[src/rtl/tokenflow_rx_pkg.sv]
// Shared definitions for the tokenflow receiver: default channel width,
// FSM state encoding and counter helpers.
package tokenflow_rx_pkg;

    localparam int TOKENFLOW_W   = 15;
    localparam int TOKEN_COUNT_W = 16;
    localparam int ERR_COUNT_W   = 8;

    typedef enum logic {
        IDLE = 1'b0,
        HOLD = 1'b1
    } rx_state_e;

    function automatic logic [ERR_COUNT_W-1:0] sat_inc(input logic [ERR_COUNT_W-1:0] v);
        return (v == '1) ? v : v + 1'b1;
    endfunction

endpackage

[src/rtl/tokenflow_rx_fifo.sv]
// W x DEPTH synchronous FIFO with a registered head word; full/empty come
// from log2(DEPTH)-bit pointers plus a wrap bit each.
module tokenflow_rx_fifo #(
    parameter int W     = 15,
    parameter int DEPTH = 4
) (
    input  logic         clk,
    input  logic         srst_i,
    input  logic         push_i,
    input  logic [W-1:0] wdata_i,
    input  logic         pop_i,
    output logic         full_o,
    output logic         empty_o,
    output logic [W-1:0] head_o
);

    localparam int AW = $clog2(DEPTH);

    logic [W-1:0]  mem_q [DEPTH];
    logic [AW-1:0] wr_ptr_q, rd_ptr_q;
    logic          wr_wrap_q, rd_wrap_q;
    logic [W-1:0]  head_q, head_d;
    logic [AW:0]   rd_next;
    logic          do_push, do_pop, single;

    assign full_o  = (wr_ptr_q == rd_ptr_q) && (wr_wrap_q != rd_wrap_q);
    assign empty_o = (wr_ptr_q == rd_ptr_q) && (wr_wrap_q == rd_wrap_q);
    assign do_push = push_i && !full_o;
    assign do_pop  = pop_i && !empty_o;
    assign rd_next = {rd_wrap_q, rd_ptr_q} + 1'b1;
    assign single  = ({wr_wrap_q, wr_ptr_q} == rd_next);
    assign head_o  = head_q;

    // The head register is loaded from the entry behind the one being popped,
    // or straight from the write port when that entry is the one arriving now.
    always_comb begin
        head_d = head_q;
        if (do_pop) begin
            if (!single) begin
                head_d = mem_q[rd_next[AW-1:0]];
            end else if (do_push) begin
                head_d = wdata_i;
            end
        end else if (do_push && empty_o) begin
            head_d = wdata_i;
        end
    end

    always_ff @(posedge clk) begin
        if (do_push) begin
            mem_q[wr_ptr_q] <= wdata_i;
        end
    end

    always_ff @(posedge clk) begin
        if (srst_i) begin
            wr_ptr_q  <= '0;
            rd_ptr_q  <= '0;
            wr_wrap_q <= 1'b0;
            rd_wrap_q <= 1'b0;
            head_q    <= '0;
        end else begin
            if (do_push) begin
                {wr_wrap_q, wr_ptr_q} <= {wr_wrap_q, wr_ptr_q} + 1'b1;
            end
            if (do_pop) begin
                {rd_wrap_q, rd_ptr_q} <= rd_next;
            end
            head_q <= head_d;
        end
    end

endmodule

[src/rtl/tokenflow_rx.sv]
// Receiver for the 4-phase bundled-data tokenflow channel: synchronises ch_req,
// captures ch_data into a FIFO and streams it out. Optional sequence checker
// is enabled with TOKENFLOW_RX_SEQ_CHECK_EN.
module tokenflow_rx
    import tokenflow_rx_pkg::*;
#(
    parameter int W           = TOKENFLOW_W,
    parameter int DEPTH       = 4,
    parameter int SYNC_STAGES = 2
) (
    input  logic                     clk,
    input  logic                     reset,
    input  logic                     ch_req,
    input  logic [W-1:0]             ch_data,
    output logic                     ch_ack,
    output logic                     out_valid,
    input  logic                     out_ready,
    output logic [W-1:0]             out_data,
    output logic [TOKEN_COUNT_W-1:0] token_count
`ifdef TOKENFLOW_RX_SEQ_CHECK_EN
    ,
    output logic                     seq_err,
    output logic [ERR_COUNT_W-1:0]   err_count
`endif
);

    logic [SYNC_STAGES-1:0]   sync_q;
    logic                     sreq;
    rx_state_e                state_q, state_d;
    logic                     ch_ack_q;
    logic [TOKEN_COUNT_W-1:0] token_count_q;
    logic                     push, pop;
    logic                     fifo_full, fifo_empty;

    always_ff @(posedge clk) begin
        if (reset) begin
            sync_q <= '0;
        end else begin
            sync_q <= {sync_q[SYNC_STAGES-2:0], ch_req};
        end
    end

    assign sreq = sync_q[SYNC_STAGES-1];

    // Capture only from IDLE while there is room; a full FIFO simply leaves
    // the request unacknowledged so the sender stalls.
    always_comb begin
        state_d = state_q;
        push    = 1'b0;
        case (state_q)
            IDLE: begin
                if (sreq && !fifo_full) begin
                    push    = 1'b1;
                    state_d = HOLD;
                end
            end
            HOLD: begin
                if (!sreq) begin
                    state_d = IDLE;
                end
            end
        endcase
    end

    always_ff @(posedge clk) begin
        if (reset) begin
            state_q       <= IDLE;
            ch_ack_q      <= 1'b0;
            token_count_q <= '0;
        end else begin
            state_q  <= state_d;
            ch_ack_q <= (state_d == HOLD);
            if (push) begin
                token_count_q <= token_count_q + 1'b1;
            end
        end
    end

    assign pop = out_valid && out_ready;

    tokenflow_rx_fifo #(
        .W     (W),
        .DEPTH (DEPTH)
    ) u_fifo (
        .clk     (clk),
        .srst_i  (reset),
        .push_i  (push),
        .wdata_i (ch_data),
        .pop_i   (pop),
        .full_o  (fifo_full),
        .empty_o (fifo_empty),
        .head_o  (out_data)
    );

    assign ch_ack      = ch_ack_q;
    assign out_valid   = !fifo_empty;
    assign token_count = token_count_q;

`ifdef TOKENFLOW_RX_SEQ_CHECK_EN
    // Expected tokens follow x*(x+1): add a delta that itself grows by 2.
    logic [W-1:0]             exp_val_q, exp_delta_q;
    logic                     seq_err_q;
    logic [ERR_COUNT_W-1:0]   err_count_q;

    always_ff @(posedge clk) begin
        if (reset) begin
            exp_val_q   <= '0;
            exp_delta_q <= W'(2);
            seq_err_q   <= 1'b0;
            err_count_q <= '0;
        end else if (push) begin
            if (ch_data != exp_val_q) begin
                seq_err_q   <= 1'b1;
                err_count_q <= sat_inc(err_count_q);
            end
            exp_val_q   <= exp_val_q + exp_delta_q;
            exp_delta_q <= exp_delta_q + W'(2);
        end
    end

    assign seq_err   = seq_err_q;
    assign err_count = err_count_q;
`endif

endmodule

[config.mk]
export PLATFORM = sky130hd
export DESIGN_NAME = tokenflow_rx
export DESIGN_NICKNAME = d
export VERILOG_FILES = /design/src/rtl/tokenflow_rx_pkg.sv /design/src/rtl/tokenflow_rx_fifo.sv /design/src/rtl/tokenflow_rx.sv
export SDC_FILE = /design/constraint.sdc
export NUM_CORES = 1
export LEC_CHECK = 0
export ABC_AREA = 1
export CORE_MARGIN = 5
export CORE_UTILIZATION = 63
export DETAILED_ROUTE_END_ITERATION = 8
export DONT_BUFFER_PORTS = 1
export PLACE_DENSITY = 0.87
export SYNTH_ARGS = -nofsm -noshare
export SYNTH_HDL_FRONTEND = slang
export SYNTH_SLANG_ARGS = --single-unit
export TNS_END_PERCENT = 50
[constraint.sdc]
create_clock -name clk -period 2.9 [get_ports clk]
set_clock_uncertainty 0.1 [all_clocks]
set_input_delay 0.435 -clock clk [delete_from_list [all_inputs] [get_ports clk]]
set_output_delay 0.435 -clock clk [all_outputs]
set_load 0.02 [all_outputs]
==> flow_metrics.tcl, run 1 <==
set metrics [dict create \
    status "finished, final reports clean" \
    ys.flop_type "edfxtp_1" \
    num_vias 3443 \
    clk_latency_ns 0.37 \
    groute.usage.overall 0.2410 \
    seq_area_frac_synth 0.5856 \
    timing.rr.start "u_fifo.rd_ptr_q[0]" \
    busiest_layer "met2" \
    syn-cell-area_um2 4444 \
    antenna_found_initial 0 \
    yosys.area_share.simple 0.2345 \
    yosys.cell_types.count 30 \
    slew_viol_final 0 \
    ys_top_cells_by_count "111 x nand2_1, 87 x nor2_1, 60 x edfxtp_1, 48 x inv_1" \
    die_area_um2 8834 \
    routed_wl_um 10040 \
    synth-compound-area-share 0.08587 \
    path_depth 12 \
    drt_iter0_markers 237 \
    p_leak_nw 1.827 \
    gp_congestion 0.8971 \
    hold_path.startpoint "reset" \
    clk_pin_slew_ns 0.10 \
    rsz0062_at_grt "no" \
    drt_pass1_iterations 5 \
    power_density_nw_per_um2 664.6 \
    seqCellArea_um2 2603 \
    stdcell_count 602 \
    regToRegSetupSlack_ns 0.62 \
    use_met2 0.3986 \
    worst_slew_pin_slew_ns 0.9045 \
    fin_ws_ns 0.6249 \
    crit_buf_inv 1 \
    crit_top_cell "nand2_1" \
    wl_per_cell_um 16.67 \
    finalSetupTns_ns 0 \
    drv_cap 0 \
    crit_family "simple AND/OR/NAND/NOR gates" \
    ys_warn_count 0 \
    syn-num-nets 526 \
    place_worst_setup_slack_ns 0.6648 \
    drc 0 \
    start_kind "flip-flop" \
    numPlacedInstances 585 \
    critPathSlowestCell "dfxtp_1" \
    drtAntennaViolNets 0 \
    multiInputGateArea_um2 1534 \
    drive_gt1_frac 0.07905 \
    cts_resized 0 \
    fmax_ghz 0.4395 \
    path_max_fanout 30 \
    period_share 0.7845 \
    postCtsSetupBuffers 0 \
    yosysTopAreaCell "edfxtp_1" \
    worstSetupPathType "reg -> reg" \
    cts_max_path_buffers 2 \
    cts_tree "built" \
    startpoint "u_fifo.rd_ptr_q[0]" \
    ir_drop_mv 0.2751 \
    async_flop_share 0 \
    regToRegEndpoint "u_fifo.head_o[8]" \
    core_um2 6832 \
    endpoint "u_fifo.head_o[8]" \
    die_w_um 93.99 \
    cpPeakStageDelay_ns 0.35 \
    grtUsageMet3 0.05529 \
    synth.most_common_cell "nand2_1" \
    clock_sinks 100 \
    hold_viol_final 0 \
    synth_area_per_cell_um2 8.871 \
    ys_seq_elements 100 \
    min_period_ns 2.275 \
    required_ns 3.11 \
    syn_inst 501 \
    antennaDiodeCount 0 \
    synth_edf_count 60 \
    ys_top_cells_by_area "edfxtp_1 41%, dfxtp_1 18%, nand2_1 9.4%, nor2_1 7.3%, o21ai_0 4.5%" \
    grt_pass1_vias 3435 \
    maxSlewHeadroom 0.3963 \
    reg2regPathDepth 12 \
    synth_top_family_by_area "simple AND/OR/NAND/NOR gates" \
    path_cells "ha_1 -> inv_1 -> nand2_1 -> nand2_1 -> nor2_4 -> nand2_4 -> nand3_4 -> nand2_2 -> nand2_2 -> nand2_1 -> nand2_1 -> nor2_1" \
    h-tree-depth 3 \
    clockRootBuffer "clkbuf_8" \
    synthAdderAreaFrac 0.01689 \
    io_pins 52 \
    initial_utilization 0.6505 \
    min-delay-path-class "in -> reg" \
    port_buffers 0 \
    grt_pass1_wl_um 16220 \
    overflow 0 \
    holdWs_ns 0.02020 \
    vias_per_cell 5.719 \
    met1_usage 0.2884 \
    numCtsBuffers 9 \
    synth_top_cell_area_share 0.4054 \
    row_count 30 \
    grt_max_degree 33 \
    nets 526 \
    total_power_mw 3.143 \
    fp.dieH_um 93.99 \
    cp.arrival_ns 2.49 \
    endpoint_kind "flip-flop" \
    synth_xor_area_frac 0.007883 \
    setup_viol 0 \
    synthMuxAreaShare 0 \
    area_growth_syn_to_layout_pct 6.419 \
    dpl.hpwl_um 6674 \
    nFillCells 508 \
]
[sequential cells by signal, summed over array words and instances (netlist names), 2 cells and up]
| register | flops |
|---|---|
| u_fifo.mem_q | 60 |
| token_count | 16 |
| u_fifo.head_o | 15 |
| sync_q | 2 |
| u_fifo.rd_ptr_q | 2 |
| u_fifo.wr_ptr_q | 2 |
[routing by layer]
layer / routed length (µm) / vias to the layer above / part of all wire
met5: 0 / - / 0
met4: 338 / 0 / 0.034
li1: - / 1640 / -
met3: 812 / 30 / 0.081
met1: 3903 / 1629 / 0.39
met2: 4980 / 144 / 0.50
[per-stage QoR]
| stage | instance area [µm²] | util |
|---|---|---|
| after floorplan | 4444 | - |
| after global placement | 4516 | 0.6610 |
| after detailed placement | 4516 | 0.6610 |
| after CTS | 4720 | 0.6908 |
| after global routing | 4730 | 0.6923 |
| final | 4730 | 0.6923 |
[cells by family (layout without fill, tap and decap cells)]
group / after synthesis / in the layout
fa+ha+maj: 6 / 6
flops: 100 / 100
simple gates: 247 / 247
xor+xnor: 4 / 4
compound gates: 72 / 72
buf+inv: 72 / 77
[power by group]
group / leakage (nW) / switching, mW / internal [mW] / total (mW)
registers: 0.868 / 0.0939 / 1.56 / 1.66
logic: 0.862 / 0.389 / 0.176 / 0.564
clock network: 0.0973 / 0.510 / 0.411 / 0.921
total: 1.83 / 0.993 / 2.15 / 3.14
[worst register-to-register path, cell delays in order, from the launching register on]
cell	delay [ns]
dfxtp_1	0.35
ha_1	0.34
inv_1	0.09
nand2_1	0.05
nand2_1	0.12
nor2_4	0.05
nand2_4	0.16
nand3_4	0.21
nand2_2	0.11
nand2_2	0.29
nand2_1	0.17
nand2_1	0.07
nor2_1	0.12
[layout by cell type, fill, tap and decap left out, drive strengths merged, types with 6 or more instances in the layout]
cell type and count:
o21ai 41, clkbuf 9, nand3 28, inv 55
ha 6, a21oi 15, nor2 89, nand2 118
buf 9, edfxtp 60, dfxtp 40, o22ai 15
nor3 8
[final cells by class]
class / instances / area share
Clock inverter: 7 / 0.01693
Tap cell: 96 / 0.02540
Multi-Input combinational cell: 329 / 0.3243
Sequential cell: 100 / 0.5503
Timing Repair Buffer: 10 / 0.01640
Clock buffer: 9 / 0.02619
Inverter: 51 / 0.04048
[worst min path at each step]
stage | endpoint | slack, ns | depth (start not counted)
2_1_floorplan | sync_q[1] | 0.29 | 2
3_3_place_gp | sync_q[1] | 0.29 | 2
3_5_place_dp | sync_q[1] | 0.30 | 2
4_1_cts | token_count[5] | 0.002 | 1
5_1_grt | token_count[14] | 0.002 | 1
6_report | token_count[15] | 0.02 | 1
[what timing repair did]
item | in CTS | in global routing
endpoints found under the setup margin | 0 | 0
hold buffers | 0 | 1
hold endpoints to repair | 0 | 4
Note: power is estimated with default switching activity, not from simulation.
==> run 2, diff against run 1 <==
Settings changed: CORE_UTILIZATION 63 to 57, PLACE_DENSITY 0.87 to 0.83.
Clock period 2.9 ns to 2.02 ns, I/O delays scaled along.
==> flow_metrics.tcl, run 2 (synthesized netlist as in run 1, its figures left out) <==
set metrics [dict create \
    setup_viol 0 \
    drv_cap 0 \
    power_frac_comb 0.205 \
    regToRegSetupSlack_ns 0.15 \
    initial_utilization 0.5812 \
    drtAntennaViolNets 0 \
    worstSetupPathType "reg -> reg" \
    drc 0 \
    p_switching_mw 1.461 \
    overflow 0 \
    endpoint_kind "flip-flop" \
    cts_tree "built" \
    row_count 32 \
    period_share 0.9252 \
    grt_pass1_wl_um 16700 \
    area_growth_syn_to_layout_pct 12.89 \
    top_register "u_fifo.mem_q" \
    critPathSlowestCell "dfxtp_1" \
    cp.arrival_ns 2.02 \
    antennaDiodeCount 0 \
    clk_latency_ns 0.36 \
    largest_register_ffs 60 \
    drive_gt1_frac 0.09398 \
    required_ns 2.17 \
    min_to "u_fifo.head_o[14]" \
    gp_congestion 0.8546 \
    groute.usage.overall 0.2174 \
    port_buffers 0 \
    clockRootBuffer "clkbuf_8" \
    maxSlewHeadroom 0.7111 \
    p_leak_nw 1.948 \
    hold_viol_final 0 \
    clkPwrFrac 0.266 \
    timing.rr.start "u_fifo.wr_wrap_q" \
    internal_power_mw 3.040 \
    power_density_nw_per_um2 897.1 \
    cts_max_path_buffers 2 \
    fp.dieH_um 98.30 \
    numCtsBuffers 9 \
    clock_sinks 100 \
    status "finished, final reports clean" \
    antenna_found_initial 0 \
    grt_pass1_vias 3541 \
    regToRegEndpoint "token_count[6]" \
    num_vias 3466 \
    io_pins 52 \
    grt_max_degree 33 \
    min-delay-path-class "in -> reg" \
    min_period_ns 1.869 \
    worst_slew_pin_slew_ns 0.4319 \
    dpl.hpwl_um 6615 \
    h-tree-depth 3 \
    hold_path.startpoint "reset" \
    place_area_um2 4616 \
    wl_per_cell_um 16.30 \
    path_max_fanout 14 \
    die_w_um 98.30 \
    clk_pin_slew_ns 0.10 \
    routed_wl_um 10340 \
    drt_iter0_markers 238 \
    ir_drop_mv 0.3644 \
    vias_per_cell 5.467 \
    crit_top_cell "nand2_1" \
    total_power_mw 4.501 \
    path_cells "inv_1 -> nand2_1 -> nand2_1 -> nand3b_1 -> nand2_4 -> inv_1 -> nand2_1 -> nand2_1 -> nor3b_1" \
    hold_path_depth 3 \
    final_common_cell "nand2_1" \
    nets 552 \
    rsz0062_at_grt "yes" \
    slew_viol_final 0 \
    reg2regPathDepth 9 \
    fmax_ghz 0.5351 \
    sequentialPowerShare 0.529 \
    start_kind "flip-flop" \
    sw_frac_of_total 0.3246 \
    core_um2 7647 \
    drt_pass1_iterations 5 \
    final_cell_mix "111 x nand2_1, 86 x nor2_1, 60 x edfxtp_1" \
    finalInstanceArea_um2 5017 \
    die_area_um2 9663 \
    cpPeakStageDelay_ns 0.39 \
]
## run 2: area by class of cell
class                           count  area [µm²]
Tap cell                          102       127.6
Multi-Input combinational cell    329        1546
Fill cell                         575        2630
Inverter                           51       191.4
Sequential cell                   100        2603
Clock inverter                      7       60.06
Timing Repair Buffer               36       365.4
Clock buffer                        9       123.9
## run 2: critical path: cells and delay by family (launching register included)
kind,cells,cell delay (ns)
buffers and inverters,2,0.30
DFF,1,0.39
and+or+nand+nor,7,0.97
## run 2: how the worst max path moves through the flow
stage,start,to,slack (ns)
floorplan,u_fifo.rd_ptr_q[0],u_fifo.mem_q[0][0],-0.12
global placement,u_fifo.rd_ptr_q[0],u_fifo.head_o[12],0.08
detailed placement,u_fifo.rd_ptr_q[0],u_fifo.head_o[12],0.04
CTS,u_fifo.rd_ptr_q[0],u_fifo.head_o[12],0.03
global route,u_fifo.wr_ptr_q[0],token_count[6],-0.006
finish,u_fifo.wr_wrap_q,token_count[6],0.15
## run 2: per-layer routing
layer | up-vias | GRT usage | part of all wire
li1 | 1691 | - | -
met1 | 1629 | 0.2509 | 0.39
met2 | 130 | 0.3703 | 0.52
met3 | 16 | 0.06286 | 0.072
met4 | 0 | 0.1050 | 0.014
met5 | - | 0 | 0
## run 2: stage by stage
stage                     hold slack (ns)    util    TNS, ns  worst slack (ns)  instances
after floorplan                    0.2883       -     -5.240           -0.1165        501
after global placement             0.2756  0.6036          0           0.08284        598
after detailed placement           0.2768  0.6036          0           0.04360        598
after CTS                        0.009477  0.6499          0           0.02522        631
after global routing              0.03698  0.6561  -0.006112         -0.006112        634
final                             0.04357  0.6561          0            0.1511        634
## run 2: power groups by stage
stage / sequential [mW] / clock (mW) / combinational, mW
floorplan: 2.41 / 0 / 0.638
global placement: 2.43 / 0 / 0.807
detailed placement: 2.43 / 0 / 0.842
CTS: 2.38 / 1.20 / 0.886
global route: 2.39 / 1.30 / 1.02
finish: 2.38 / 1.20 / 0.923
## run 2: repair_timing
item / in CTS / in global routing
setup buffers: 0 / 2
endpoints found under the hold margin: 70 / 1
resized for setup: 0 / 2
setup endpoints to repair: 0 / 23
hold buffers: 17 / 1
==> run 3, diff against run 2 <==
Settings changed: GPL_TIMING_DRIVEN from default to 0.
==> flow_metrics.tcl, run 3 (synthesized netlist as in run 1, its figures left out) <==
set metrics [dict create \
    status "finished, final reports clean" \
    grt_pass1_wl_um 17930 \
    numCtsBuffers 9 \
    num_vias 3708 \
    io_pins 52 \
    sequentialPowerShare 0.521 \
    cts_tree "built" \
    min-delay-path-class "in -> reg" \
    fp.dieH_um 98.30 \
    row_count 32 \
    path_max_fanout 11 \
    top_register "u_fifo.mem_q" \
    largest_register_ffs 60 \
    required_ns 2.01 \
    drc 0 \
    nets 563 \
    cp.arrival_ns 1.92 \
    die_area_um2 9663 \
    hold_path_depth 4 \
    power_density_nw_per_um2 893.0 \
    finalSetupTns_ns 0 \
    nFillCells 579 \
    drive_gt1_frac 0.1160 \
    power_frac_comb 0.219 \
    core_um2 7647 \
    final_common_cell "nand2_1" \
    drv_cap 0 \
    gp_congestion 0.8837 \
    clk_latency_ns 0.37 \
    h-tree-depth 3 \
    die_w_um 98.30 \
    internal_power_mw 3.055 \
    overflow 0 \
    p_leak_nw 1.961 \
    cts_max_path_buffers 2 \
    initial_utilization 0.5812 \
    reg2regPathDepth 8 \
    grt_pass1_vias 3645 \
    p_switching_mw 1.522 \
    clkPwrFrac 0.260 \
    area_growth_syn_to_layout_pct 15.34 \
    routed_wl_um 11360 \
    period_share 0.9576 \
    vias_per_cell 5.749 \
    worstSetupPathType "reg -> reg" \
    final_cell_mix "111 x nand2_1, 81 x nor2_1, 60 x edfxtp_1" \
    antennaDiodeCount 0 \
    sw_frac_of_total 0.3325 \
    dpl.hpwl_um 7257 \
    setup_viol 0 \
    clk_pin_slew_ns 0.10 \
    port_buffers 0 \
    drtAntennaViolNets 0 \
    endpoint_kind "flip-flop" \
    worst_slew_pin_slew_ns 0.5862 \
    min_period_ns 1.934 \
    wl_per_cell_um 17.61 \
    groute.usage.overall 0.2345 \
    grt_max_degree 19 \
    drt_iter0_markers 361 \
    hold_viol_final 0 \
    antenna_found_initial 0 \
    ir_drop_mv 0.3343 \
    slew_viol_final 0 \
    clockRootBuffer "clkbuf_8" \
    drt_pass1_iterations 5 \
    maxSlewHeadroom 0.6092 \
    clock_sinks 100 \
    start_kind "flip-flop" \
    rsz0062_at_grt "no" \
    total_power_mw 4.577 \
    fmax_ghz 0.5170 \
]
-- run 3: cell type report --
class | count | area, µm² | share of cell area
inverters | 51 | 196.4 | 0.03832
flip-flops and latches | 100 | 2609 | 0.5089
clock buffers | 9 | 123.9 | 0.02416
clock inverters | 7 | 57.56 | 0.01123
repair buffers | 26 | 287.8 | 0.05614
plain buffers | 21 | 127.6 | 0.02490
well taps | 102 | 127.6 | 0.02490
multi-input cells | 329 | 1597 | 0.3114
-- run 3: what timing repair did --
item,in CTS,in global routing
gates resized for setup,13,12
buffers inserted,5,4
hold buffers,17,0
hold endpoints to repair,62,0
setup endpoints to repair,76,61
pin swaps,4,3
-- run 3: power by group through the flow --
stage          clock [mW]  sequential, mW  combinational, mW
3_3_place_gp            0            2.43              0.821
2_1_floorplan           0            2.41              0.638
5_1_grt              1.30            2.40               1.11
4_1_cts              1.20            2.38              0.939
6_report             1.19            2.39               1.00
3_5_place_dp            0            2.43              0.868
-- run 3: worst max-delay path: stages, from the launching register on --
cell and delay [ns]:
dfxtp_1 0.39, inv_1 0.13, nand2_1 0.10, nand2_2 0.11
nand3b_1 0.14, nand2_2 0.11, clkbuf_4 0.24, nor2_4 0.18
buf_12 0.16
-- run 3: final timing paths --
check / from / endpoint / slack (ns)
hold / removal: ch_data[14] / u_fifo.head_o[14] / 0.1
setup reg to reg: u_fifo.wr_ptr_q[0] / u_fifo.mem_q[1][10] / 0.09
hold reg to reg: sync_q[0] / sync_q[1] / 0.33
setup / recovery: u_fifo.wr_ptr_q[0] / u_fifo.mem_q[1][10] / 0.09
-- run 3: per-stage QoR --
step | hold WS, ns | util | instances | area (µm²) | setup WS, ns
floorplan | 0.2883 | - | 501 | 4447 | -0.1165
global placement | 0.2977 | 0.5982 | 603 | 4574 | -0.7632
detailed placement | 0.3021 | 0.5985 | 603 | 4577 | -0.7613
CTS | 0.09876 | 0.6616 | 641 | 5060 | 0.06849
global route | 0.1148 | 0.6703 | 645 | 5126 | 0.004991
finish | 0.09848 | 0.6703 | 645 | 5126 | 0.08564
-- run 3: layer usage --
layer  GRT usage  up-vias  share of wire
met1      0.2773     1743           0.37
met2      0.3942      204           0.50
met3     0.05643       42          0.089
met5           0        -              0
met4      0.1250        0          0.038
li1            -     1719              -
